===== config.mk =====
export PLATFORM = sky130hd
export DESIGN_NAME = alu_seq_ctrl_flat
export DESIGN_NICKNAME = d
export VERILOG_FILES = /design/src/rtl/alu_seq_ctrl_if.sv /design/src/rtl/alu_seq_ctrl.sv /design/src/flat_wrapper.sv
export SDC_FILE = /design/constraint.sdc
export NUM_CORES = 1
export LEC_CHECK = 0
export ABC_AREA = 1
export CAP_MARGIN = 10
export CORE_AREA = 2 2 91 71
export DETAILED_ROUTE_END_ITERATION = 8
export DIE_AREA = 0 0 93 73
export HOLD_SLACK_MARGIN = 0.1
export SYNTH_ARGS = -nofsm -noshare
export SYNTH_HDL_FRONTEND = slang
export SYNTH_SLANG_ARGS = --single-unit

===== constraint.sdc =====
create_clock -name clk -period 3.3 [get_ports clk]
set_input_delay 0.66 -clock clk [delete_from_list [all_inputs] [get_ports clk]]
set_output_delay 0.66 -clock clk [all_outputs]
set_load 0.005 [all_outputs]

===== src/rtl/alu_seq_ctrl_if.sv =====
// Job-control, load-handshake and datapath-drive bundle for alu_seq_ctrl.
// slave is the controller side; master is the side that issues jobs and observes results.
interface alu_seq_ctrl_if #(
    parameter int DATA_WIDTH = 8,
    parameter int ADDR_WIDTH = 4
);
    logic                  start;
    logic [ADDR_WIDTH-1:0] op_in;
    logic [ADDR_WIDTH:0]   count_in;
    logic                  ld_valid;
    logic [DATA_WIDTH-1:0] ld_a;
    logic [DATA_WIDTH-1:0] ld_b;
    logic                  ld_ready;
    logic                  cs_0;
    logic                  cs_1;
    logic                  wr_en_0;
    logic                  wr_en_1;
    logic [ADDR_WIDTH-1:0] addr_0;
    logic [ADDR_WIDTH-1:0] addr_1;
    logic [DATA_WIDTH-1:0] a_out;
    logic [DATA_WIDTH-1:0] b_out;
    logic [ADDR_WIDTH-1:0] opcode_out;
    logic                  busy;
    logic                  done;
    logic                  res_valid;
    logic [ADDR_WIDTH-1:0] res_idx;

    modport slave (
        input  start, op_in, count_in, ld_valid, ld_a, ld_b,
        output ld_ready, cs_0, cs_1, wr_en_0, wr_en_1, addr_0, addr_1,
               a_out, b_out, opcode_out, busy, done, res_valid, res_idx
    );

    modport master (
        output start, op_in, count_in, ld_valid, ld_a, ld_b,
        input  ld_ready, cs_0, cs_1, wr_en_0, wr_en_1, addr_0, addr_1,
               a_out, b_out, opcode_out, busy, done, res_valid, res_idx
    );
endinterface


===== src/rtl/alu_seq_ctrl.sv =====
// Sequencer for the dual-RAM + ALU datapath: loads COUNT operand pairs, replays them
// with a fixed opcode and tags each datapath result with its valid strobe and index.
module alu_seq_ctrl #(
    parameter int          DATA_WIDTH = 8,
    parameter int          ADDR_WIDTH = 4,
    parameter int unsigned PIPE_LAT   = 2
) (
    input logic           clk,
    input logic           reset,
    alu_seq_ctrl_if.slave bus
);
    typedef enum logic [2:0] {S_IDLE, S_LOAD, S_RUN, S_DRAIN, S_DONE} state_t;

    localparam logic [ADDR_WIDTH:0] CNT_ONE   = (ADDR_WIDTH+1)'(1);
    localparam logic [ADDR_WIDTH:0] MAX_COUNT = CNT_ONE << ADDR_WIDTH;

    state_t                r_state;
    state_t                w_state_next;
    logic [ADDR_WIDTH:0]   r_k;
    logic [ADDR_WIDTH:0]   r_count;
    logic [ADDR_WIDTH-1:0] r_op;
    logic [PIPE_LAT-1:0]   r_vld_pipe;
    logic [ADDR_WIDTH-1:0] r_idx_pipe [PIPE_LAT];
    logic                  r_busy;
    logic                  r_done;
    logic [ADDR_WIDTH-1:0] r_opcode;

    logic [ADDR_WIDTH:0]   w_count_clamp;
    logic [ADDR_WIDTH-1:0] w_op_next;
    logic                  w_k_last;
    logic                  w_adv;
    logic                  w_issue;
    logic [PIPE_LAT-1:0]   w_vld_shift;
    logic                  w_ld_ready;
    logic                  w_cs;
    logic                  w_wr;
    logic [ADDR_WIDTH-1:0] w_addr;
    logic [DATA_WIDTH-1:0] w_a_out;
    logic [DATA_WIDTH-1:0] w_b_out;

    // Terminal compare uses the full-width counter so a 2^ADDR_WIDTH job never aliases.
    assign w_count_clamp = (bus.count_in > MAX_COUNT) ? MAX_COUNT : bus.count_in;
    assign w_op_next     = (r_state == S_IDLE && bus.start) ? bus.op_in : r_op;
    assign w_k_last      = (r_k == r_count - CNT_ONE);
    assign w_issue       = (r_state == S_RUN);
    assign w_adv         = (r_state == S_LOAD && bus.ld_valid) || w_issue;
    assign w_vld_shift   = r_vld_pipe << 1;

    always_ff @(posedge clk or posedge reset) begin
        if (reset) begin
            r_state <= S_IDLE;
        end else begin
            r_state <= w_state_next;
        end
    end

    always_comb begin
        w_state_next = r_state;
        unique case (r_state)
            S_IDLE:  if (bus.start) w_state_next = (w_count_clamp == '0) ? S_DONE : S_LOAD;
            S_LOAD:  if (bus.ld_valid && w_k_last) w_state_next = S_RUN;
            S_RUN:   if (w_k_last) w_state_next = S_DRAIN;
            // Leave once only the final stage (the last result) is still occupied.
            S_DRAIN: if (w_vld_shift == '0) w_state_next = S_DONE;
            S_DONE:  w_state_next = S_IDLE;
            default: w_state_next = S_IDLE;
        endcase
    end

    always_comb begin
        w_ld_ready = 1'b0;
        w_cs       = 1'b0;
        w_wr       = 1'b0;
        w_addr     = '0;
        w_a_out    = '0;
        w_b_out    = '0;
        unique case (r_state)
            S_LOAD: begin
                w_ld_ready = 1'b1;
                if (bus.ld_valid) begin
                    w_cs    = 1'b1;
                    w_wr    = 1'b1;
                    w_addr  = r_k[ADDR_WIDTH-1:0];
                    w_a_out = bus.ld_a;
                    w_b_out = bus.ld_b;
                end
            end
            S_RUN: begin
                w_cs   = 1'b1;
                w_addr = r_k[ADDR_WIDTH-1:0];
            end
            default: ;
        endcase
    end

    always_ff @(posedge clk or posedge reset) begin
        if (reset) begin
            r_k        <= '0;
            r_count    <= '0;
            r_op       <= '0;
            r_vld_pipe <= '0;
            for (int unsigned i = 0; i < PIPE_LAT; i++) r_idx_pipe[i] <= '0;
            r_busy     <= 1'b0;
            r_done     <= 1'b0;
            r_opcode   <= '0;
        end else begin
            r_op <= w_op_next;
            if (r_state == S_IDLE && bus.start) begin
                r_count <= w_count_clamp;
                r_k     <= '0;
            end else if (w_adv) begin
                r_k <= w_k_last ? '0 : r_k + CNT_ONE;
            end
            r_vld_pipe    <= w_vld_shift | PIPE_LAT'(w_issue);
            r_idx_pipe[0] <= w_issue ? r_k[ADDR_WIDTH-1:0] : '0;
            for (int unsigned i = 1; i < PIPE_LAT; i++) r_idx_pipe[i] <= r_idx_pipe[i-1];
            r_busy   <= (w_state_next != S_IDLE);
            r_done   <= (w_state_next == S_DONE);
            r_opcode <= (w_state_next == S_IDLE) ? '0 : w_op_next;
        end
    end

    assign bus.ld_ready   = w_ld_ready;
    assign bus.cs_0       = w_cs;
    assign bus.cs_1       = w_cs;
    assign bus.wr_en_0    = w_wr;
    assign bus.wr_en_1    = w_wr;
    assign bus.addr_0     = w_addr;
    assign bus.addr_1     = w_addr;
    assign bus.a_out      = w_a_out;
    assign bus.b_out      = w_b_out;
    assign bus.opcode_out = r_opcode;
    assign bus.busy       = r_busy;
    assign bus.done       = r_done;
    assign bus.res_valid  = r_vld_pipe[PIPE_LAT-1];
    assign bus.res_idx    = r_idx_pipe[PIPE_LAT-1];
endmodule


===== src/flat_wrapper.sv =====
// flat-port wrapper written by rule: the top's interface ports become plain ports
module alu_seq_ctrl_flat 
#(
    parameter int          DATA_WIDTH = 8,
    parameter int          ADDR_WIDTH = 4,
    parameter int unsigned PIPE_LAT   = 2
)
  (clk, reset, bus_start, bus_op_in, bus_count_in, bus_ld_valid, bus_ld_a, bus_ld_b, bus_ld_ready, bus_cs_0, bus_cs_1, bus_wr_en_0, bus_wr_en_1, bus_addr_0, bus_addr_1, bus_a_out, bus_b_out, bus_opcode_out, bus_busy, bus_done, bus_res_valid, bus_res_idx);
  alu_seq_ctrl_if #(.DATA_WIDTH(DATA_WIDTH), .ADDR_WIDTH(ADDR_WIDTH)) bus_i ();
  input logic clk;
  input logic reset;
  input wire logic [$bits(bus_i.start)-1:0] bus_start;
  input wire logic [$bits(bus_i.op_in)-1:0] bus_op_in;
  input wire logic [$bits(bus_i.count_in)-1:0] bus_count_in;
  input wire logic [$bits(bus_i.ld_valid)-1:0] bus_ld_valid;
  input wire logic [$bits(bus_i.ld_a)-1:0] bus_ld_a;
  input wire logic [$bits(bus_i.ld_b)-1:0] bus_ld_b;
  output wire logic [$bits(bus_i.ld_ready)-1:0] bus_ld_ready;
  output wire logic [$bits(bus_i.cs_0)-1:0] bus_cs_0;
  output wire logic [$bits(bus_i.cs_1)-1:0] bus_cs_1;
  output wire logic [$bits(bus_i.wr_en_0)-1:0] bus_wr_en_0;
  output wire logic [$bits(bus_i.wr_en_1)-1:0] bus_wr_en_1;
  output wire logic [$bits(bus_i.addr_0)-1:0] bus_addr_0;
  output wire logic [$bits(bus_i.addr_1)-1:0] bus_addr_1;
  output wire logic [$bits(bus_i.a_out)-1:0] bus_a_out;
  output wire logic [$bits(bus_i.b_out)-1:0] bus_b_out;
  output wire logic [$bits(bus_i.opcode_out)-1:0] bus_opcode_out;
  output wire logic [$bits(bus_i.busy)-1:0] bus_busy;
  output wire logic [$bits(bus_i.done)-1:0] bus_done;
  output wire logic [$bits(bus_i.res_valid)-1:0] bus_res_valid;
  output wire logic [$bits(bus_i.res_idx)-1:0] bus_res_idx;
  assign bus_i.start = bus_start;
  assign bus_i.op_in = bus_op_in;
  assign bus_i.count_in = bus_count_in;
  assign bus_i.ld_valid = bus_ld_valid;
  assign bus_i.ld_a = bus_ld_a;
  assign bus_i.ld_b = bus_ld_b;
  assign bus_ld_ready = bus_i.ld_ready;
  assign bus_cs_0 = bus_i.cs_0;
  assign bus_cs_1 = bus_i.cs_1;
  assign bus_wr_en_0 = bus_i.wr_en_0;
  assign bus_wr_en_1 = bus_i.wr_en_1;
  assign bus_addr_0 = bus_i.addr_0;
  assign bus_addr_1 = bus_i.addr_1;
  assign bus_a_out = bus_i.a_out;
  assign bus_b_out = bus_i.b_out;
  assign bus_opcode_out = bus_i.opcode_out;
  assign bus_busy = bus_i.busy;
  assign bus_done = bus_i.done;
  assign bus_res_valid = bus_i.res_valid;
  assign bus_res_idx = bus_i.res_idx;
  alu_seq_ctrl #(.DATA_WIDTH(DATA_WIDTH), .ADDR_WIDTH(ADDR_WIDTH), .PIPE_LAT(PIPE_LAT)) u_core (.clk(clk), .reset(reset), .bus(bus_i));
endmodule

==> results of run 1 <==
## metrics by stage
stage	util, %	worst slack, ps
3_5_place_dp	40.7	500
5_1_grt	42.1	349
4_1_cts	42.1	485
6_report	42.1	517
2_1_floorplan	-	1210
3_3_place_gp	40.7	512
## cell usage after synthesis
library cell,n,area share (%)
xnor2_1,1,0.51
clkbuf_1,2,0.43
xor2_1,2,1.0
a211oi_1,1,0.43
buf_4,10,4.3
buf_2,2,0.58
a21oi_1,3,0.87
inv_2,10,2.2
or2_2,4,1.4
inv_1,25,5.4
nor2_4,3,1.9
nand3_4,1,1.0
nand2_1,49,11
nand3_2,2,1.2
nand2_2,2,0.72
nor3_1,1,0.29
nand3_1,9,2.6
o21ai_0,7,2.0
dfrtp_1,33,48
o22ai_1,5,1.8
nor2_2,8,2.9
nor2_8,1,1.2
clkinv_1,1,0.22
nor2_1,34,7.4
ha_1,2,1.4
## power breakdown
group | switching, mW | internal [mW] | total, mW
clock network | 0.146 | 0.146 | 0.292
registers | 0.0730 | 0.530 | 0.603
logic | 0.560 | 0.499 | 1.06
## layer usage
layer | GRT usage, % | vias to the layer above
met3 | 4.86 | 5
met4 | 3.92 | 0
met5 | 0 | -
met1 | 15.5 | 654
li1 | - | 772
met2 | 17.0 | 55
## how the worst max path moves through the flow
stage	start	to	slack, ps	cells after the start
5_1_grt	u_core.r_state[2]$_DFF_PP0_	bus_addr_1[0]	350	6
3_5_place_dp	bus_ld_valid	bus_addr_0[0]	500	6
3_3_place_gp	bus_ld_valid	bus_addr_1[0]	510	6
6_report	bus_ld_valid	bus_addr_1[0]	520	6
2_1_floorplan	bus_ld_valid	bus_addr_1[0]	1210	6
4_1_cts	u_core.r_state[2]$_DFF_PP0_	bus_addr_0[0]	490	6
## flip-flops by register name, indices dropped and copies added (netlist names)
register,flops
u_core.r_k,5
u_core.bus.opcode_out,4
u_core.r_state,3
u_core.r_count,5
u_core.r_vld_pipe,2
u_core.bus.busy,1
u_core.r_idx_pipe,4
u_core.r_op,4
u_core.bus.res_idx,4
u_core.bus.done,1
## worst max-delay path: stages
cell and delay (ps):
clkdlybuf4s50_1 470, inv_1 60, nor2_4 170, nor2_4 70, nor2_1 150, clkdlybuf4s50_1 530
## kinds of logic (layout without fill, tap and decap cells)
group	count (synthesis)	count (layout)	synth area share (%)
simple gates	114	114	31.2
buf+inv	50	115	13.1
flops	33	33	47.6
compound gates	16	16	5.12
xor+xnor	3	3	1.52
fa+ha+maj	2	2	1.44
## cell type report
class,count,area [sq um]
inverter,36,135
timing repair buffer,71,703
clock buffer,6,72.6
tap,81,101
clock inverter,2,10.0
multi-input combinational,135,681
fill,617,3480
sequential,33,826
==> run summary, run 1 <==
ROUTING
---------------------------------------------------------------------------------
Met1 WL                                                              1850 microns
DRC violation total after the first TritonRoute iteration                      35
Vias per cell                                                                4.08
Met2 Wirelength                                                      1560 microns
Antenna-violating nets left                                                     0
Initial DRT Pass Iterations                                                     4
Uppermost signal routing layer after detailed routing                        met4
Drc violations                                                                  0
Total via count after detailed routing                                       1486
DR WL met3                                                            342 microns
Per-cell routed wire length                                          10.4 microns
Wirelength, routed                                                   3780 microns

FLOORPLAN
---------------------------------------------------------------------------------
Die outline area                                                     0.00679 sq mm
Area of the core                                                     0.00601 sq mm
Io pins                                                                        69
Horizontal extent of the die                                           93 microns
Initial core utilization                                                    28.9%
DIE HEIGHT                                                             73 microns
Total number of placement rows                                                 25

STA
---------------------------------------------------------------------------------
Crit share post-route                                                       84.3%
Headroom to the max-slew limit                                              72.7%
Worst hold slack                                                           347 ps
Crit path time final                                                      2780 ps
Slew at the pin with the worst max-slew slack                              409 ps
Max Clock Skew                                                            5.40 ps
Summed negative setup slack over all endpoints                               0 ps
Final setup viols                                                               0
Fin. Hold Viols                                                                 0
Total count of max-transition violations in the final report                    0
Maximum clock rate                                                        359 MHz
Unrepaired setup endpoints after global routing                             false

YOSYS
---------------------------------------------------------------------------------
Synthesized netlist net count                                                 249
Seq/Total Area, Yosys                                                       47.6%
Flip-flop and latch count after synthesis                                      33
Yosys cell types                                                               25
Mean area per synthesized cell                                         7.95 sq um
Post-synthesis cell count                                                     218
Number of warnings printed during yosys synthesis                               0
Post-synth design cell area                                          0.00173 sq mm

HOLD PATH
---------------------------------------------------------------------------------
Worst hold path cell count                                                      0
Hold Path Origin                                                     u_core.r_idx_pipe[7]$_DFF_PP0_
Worst hold path class                                                     reg2reg
Hold worst-path end                                                  u_core.bus.res_idx[3]$_DFF_PP0_

CTS
---------------------------------------------------------------------------------
TritonCTS clock tree                                                        built
Worst skew pair latency                                                    290 ps
Number of buffers inserted by post-CTS setup repair                             0
Cell at the root of the clock tree                                       clkbuf_8
Number of H-tree branching levels                                               2
Clock buffer count from CTS                                                     5
Clk buf depth                                                                   2
Clock slew seen by the registers of the worst setup and hold paths          60 ps
Number of buffers added to fix hold violations after cts                        0
Post-cts gate resize count                                                      0
Sinks on Clock Net                                                             33

WORST SETUP PATH
---------------------------------------------------------------------------------
R2R setup slack                                                           1530 ps
Largest fanout of any net on the critical path                                  6
Critical setup path kind                                                   in2out
Crit end category                                                     output port
Endpoint of the most critical register-to-register path              u_core.bus.opcode_out[0]$_DFF_PP0_
Arrival time worst endpoint                                               2120 ps
Logic depth of the worst register-to-register path                             13
Kind of launch point of the worst setup path                         primary input
Req. time, crit path                                                      2640 ps
Critical R2R Launch                                                  u_core.r_count[0]$_DFFE_PP0P_

CELLS AND AREA
---------------------------------------------------------------------------------
Diode count                                                                     0
Filler-free cell count of the finished design                                 364
Most common library cell in the layout ignoring fill and taps        clkdlybuf4s50_1
Commonest non-fill, non-tap cells in the layout                      clkdlybuf4s50_1 (68), nand2_1 (49), nor2_1 (34)
Area of all placed cells without fillers                             0.00253 sq mm
Fraction of final layout cells with drive strength greater than 1           14.5%
Nets@finish                                                                   313
Area grow syn2layout                                                        45.8%

GLOBAL ROUTE
---------------------------------------------------------------------------------
Number of antenna violations at the first check in global routing               0
Overall global routing resource usage                                       11.6%
First-pass GRT wire length                                           6130 microns
Via count of the first global-routing pass                                   1368
Pin count of the biggest net entering global routing                           34
Remaining global-route overflow                                                 0

POWER AND IR DROP
---------------------------------------------------------------------------------
Power per cell area                                                   773 mW/mm^2
P_leak                                                                    1.17 nW
Total power                                                               1.95 mW
Maximum resistive drop on vdd                                            0.211 mV

PLACE
---------------------------------------------------------------------------------
HPWL after detailed placement                                        2870 microns
Placed Cells incl. Taps                                                       356
Port buffer count                                                              68
Final estimated routing congestion in global placement                      0.808
Standard cell area after detailed placement                          0.00245 sq mm

RUN
---------------------------------------------------------------------------------
Max-cap violation count                                                         0

RUN STATUS
---------------------------------------------------------------------------------
Run status                                                           finished, final reports clean

Power figures use the tool's default switching activity.
==> run 2: changes to the inputs <==
==> constraint.sdc (replaced) <==
create_clock -name clk -period 2.84 [get_ports clk]
set_input_delay 0.568 -clock clk [delete_from_list [all_inputs] [get_ports clk]]
set_output_delay 0.568 -clock clk [all_outputs]
set_load 0.005 [all_outputs]
==> run summary, run 2 (same netlist as run 1, synthesis figures left out) <==
FLOORPLAN
---------------------------------------------------------------------------------
Horizontal extent of the die                                           93 microns   unchanged
Io pins                                                                        69   unchanged
Total number of placement rows                                                 25   unchanged
Die outline area                                                     0.00679 sq mm   unchanged
Initial core utilization                                                    28.9%   unchanged
DIE HEIGHT                                                             73 microns   unchanged
Area of the core                                                     0.00601 sq mm   unchanged

CELLS AND AREA
---------------------------------------------------------------------------------
Filler Cell Count                                                             637   +3.2%
Most common library cell in the layout ignoring fill and taps        clkdlybuf4s50_1
Area of the multi-input gates                                           681 sq um   unchanged
Nets@finish                                                                   314   +0.32%
Commonest non-fill, non-tap cells in the layout                      clkdlybuf4s50_1 (68), nand2_1 (49), nor2_1 (34)
Filler-free cell count of the finished design                                 365   +0.27%
Diode count                                                                     0   unchanged
Fraction of final layout cells with drive strength greater than 1           14.8%   +0.30 points
Regs by FF count                                                     u_core.r_count x5, u_core.r_k x5
Area grow syn2layout                                                        48.2%
Register area                                                           826 sq um   unchanged

HOLD PATH
---------------------------------------------------------------------------------
Worst hold path cell count                                                      0   unchanged
Hold Path Origin                                                     u_core.r_idx_pipe[5]$_DFF_PP0_
Worst hold path class                                                     reg2reg
Hold worst-path end                                                  u_core.bus.res_idx[1]$_DFF_PP0_

GLOBAL ROUTE
---------------------------------------------------------------------------------
Via count of the first global-routing pass                                   1405   +2.7%
Number of antenna violations at the first check in global routing               0   unchanged
First-pass GRT wire length                                           6380 microns   +3.9%
Pin count of the biggest net entering global routing                           34   unchanged
Overall global routing resource usage                                       12.0%   +0.43 points
Remaining global-route overflow                                                 0   unchanged

CTS
---------------------------------------------------------------------------------
Clock slew seen by the registers of the worst setup and hold paths          60 ps   about the same
Clock buffer count from CTS                                                     5   unchanged
Post-cts gate resize count                                                      0   unchanged
TritonCTS clock tree                                                        built
Sinks on Clock Net                                                             33   unchanged
Worst skew pair latency                                                    280 ps   about the same
Number of buffers inserted by post-CTS setup repair                             0   unchanged
Number of H-tree branching levels                                               2   unchanged
Clk buf depth                                                                   2   unchanged
Cell at the root of the clock tree                                       clkbuf_8
Number of buffers added to fix hold violations after cts                        0   unchanged

ROUTING
---------------------------------------------------------------------------------
Per-cell routed wire length                                          10.6 microns   +2.4%
DRC violation total after the first TritonRoute iteration                      68   +94%
Vias per cell                                                                4.12   +0.93%
Antenna-violating nets left                                                     0   unchanged
Total via count after detailed routing                                       1504   +1.2%
Wirelength, routed                                                   3890 microns   +2.7%
Initial DRT Pass Iterations                                                     4   unchanged
Drc violations                                                                  0   unchanged

RUN STATUS
---------------------------------------------------------------------------------
Run status                                                           finished, final reports clean

WORST SETUP PATH
---------------------------------------------------------------------------------
Logic depth of the worst register-to-register path                             13   unchanged
Critical R2R Launch                                                  u_core.r_count[0]$_DFFE_PP0P_
Largest fanout of any net on the critical path                                  6   unchanged
Crit end category                                                     output port
R2R setup slack                                                           1080 ps   -450 ps
Critical setup path kind                                                   in2out
Req. time, crit path                                                      2270 ps   -370 ps
Endpoint of the most critical register-to-register path              u_core.bus.opcode_out[3]$_DFF_PP0_
Arrival time worst endpoint                                               2040 ps   -80 ps
Kind of launch point of the worst setup path                         primary input

STA
---------------------------------------------------------------------------------
Final setup viols                                                               0   unchanged
Max Clock Skew                                                            6.95 ps   +1.55 ps
Headroom to the max-slew limit                                              72.1%   -0.62 points
Unrepaired setup endpoints after global routing                             false
Slew at the pin with the worst max-slew slack                              419 ps   +9.27 ps
Fin. Hold Viols                                                                 0   unchanged
Maximum clock rate                                                        383 MHz
Summed negative setup slack over all endpoints                               0 ps   unchanged
Crit path time final                                                      2610 ps
Crit share post-route                                                       92.0%
Total count of max-transition violations in the final report                    0   unchanged

PLACE
---------------------------------------------------------------------------------
Placed Cells incl. Taps                                                       357   +0.28%
HPWL after detailed placement                                        3000 microns   +4.3%
Final estimated routing congestion in global placement                      0.792   -2.0%
Port buffer count                                                              68   unchanged

RUN
---------------------------------------------------------------------------------
Max-cap violation count                                                         0   unchanged

POWER AND IR DROP
---------------------------------------------------------------------------------
Net Sw Frac                                                                 37.9%   -2.0 points
Maximum resistive drop on vdd                                            0.273 mV   +29%
Power dissipated by switching net loads                                  0.910 mW   +17%
Portion of total power attributed to combinational logic                    51.9%   -2.3 points
Int Pwr                                                                   1.49 mW   +27%
Power per cell area                                                   936 mW/mm^2   +21%
P_leak                                                                    1.19 nW   +1.6%
Sequential power share                                                      29.2%   -1.6 points
Clock network fraction of total power                                       18.9%   +3.9 points

-- run 2: worst max-delay path, cell delays in order --
cell and delay (ps):
clkdlybuf4s50_1 470, inv_1 70, nor2_4 170, nor2_4 70
nor2_1 160, clkdlybuf4s50_1 530
-- run 2: per-stage QoR --
stage                     util (%)  power (mW)  setup WS (ps)  hold WS (ps)  instance area (sq um)
after floorplan                  -        1.51            937           331                   1730
after global placement        40.9        1.97            249           334                   2450
after detailed placement      40.9        1.98            230           335                   2450
after CTS                     42.8        2.44            221           350                   2570
after global routing          42.8        2.62            130           356                   2570
final                         42.8        2.40            228           348                   2570
-- run 2: area by class of cell --
type	instances	share of cell area, %
Sequential cell	33	32.1
Tap cell	81	3.94
Clock inverter	1	1.17
Timing Repair Buffer	72	27.7
Inverter	36	5.26
Multi-Input combinational cell	135	26.5
Clock buffer	7	3.36
-- run 2: per-layer routing --
metal,up-vias,track usage [%],share of wire [%],wire (microns)
met5,-,0,0,0
met4,0,3.43,1.2,46
met3,5,5.27,9.7,377
met2,56,18.0,42,1650
met1,668,16.0,47,1810
li1,775,-,-,-
-- run 2: power groups by stage --
| stage | registers, mW | clock network, mW | logic [mW] |
|---|---|---|---|
| 2_1_floorplan | 0.697 | 0 | 0.815 |
| 3_3_place_gp | 0.707 | 0 | 1.26 |
| 3_5_place_dp | 0.713 | 0 | 1.27 |
| 4_1_cts | 0.703 | 0.467 | 1.27 |
| 5_1_grt | 0.724 | 0.489 | 1.41 |
| 6_report | 0.703 | 0.454 | 1.25 |
-- run 2: worst max-delay path by stage --
| stage | slack, ps | end | start | cells after the start |
|---|---|---|---|---|
| 6_report | 230 | bus_addr_1[0] | bus_ld_valid | 6 |
| 5_1_grt | 130 | bus_addr_1[0] | bus_ld_valid | 6 |
| 4_1_cts | 220 | bus_addr_0[0] | bus_ld_valid | 6 |
| 3_5_place_dp | 230 | bus_addr_0[0] | bus_ld_valid | 6 |
| 3_3_place_gp | 250 | bus_addr_1[0] | bus_ld_valid | 6 |
| 2_1_floorplan | 940 | bus_addr_1[0] | bus_ld_valid | 6 |
==> run 3: changes to the inputs <==
--- a/config.mk
+++ b/config.mk
@@ -8,9 +8,12 @@
 export ABC_AREA = 1
 export CAP_MARGIN = 10
 export CORE_AREA = 2 2 91 71
+export CTS_CLUSTER_SIZE = 8
 export DETAILED_ROUTE_END_ITERATION = 8
 export DIE_AREA = 0 0 93 73
 export HOLD_SLACK_MARGIN = 0.1
+export PLACE_DENSITY = 0.6
+export SLEW_MARGIN = 20
 export SYNTH_ARGS = -nofsm -noshare
 export SYNTH_HDL_FRONTEND = slang
 export SYNTH_SLANG_ARGS = --single-unit
==> results of run 3 <==
Same layout as run 2: the final DEF is identical, and so are final timing and power.
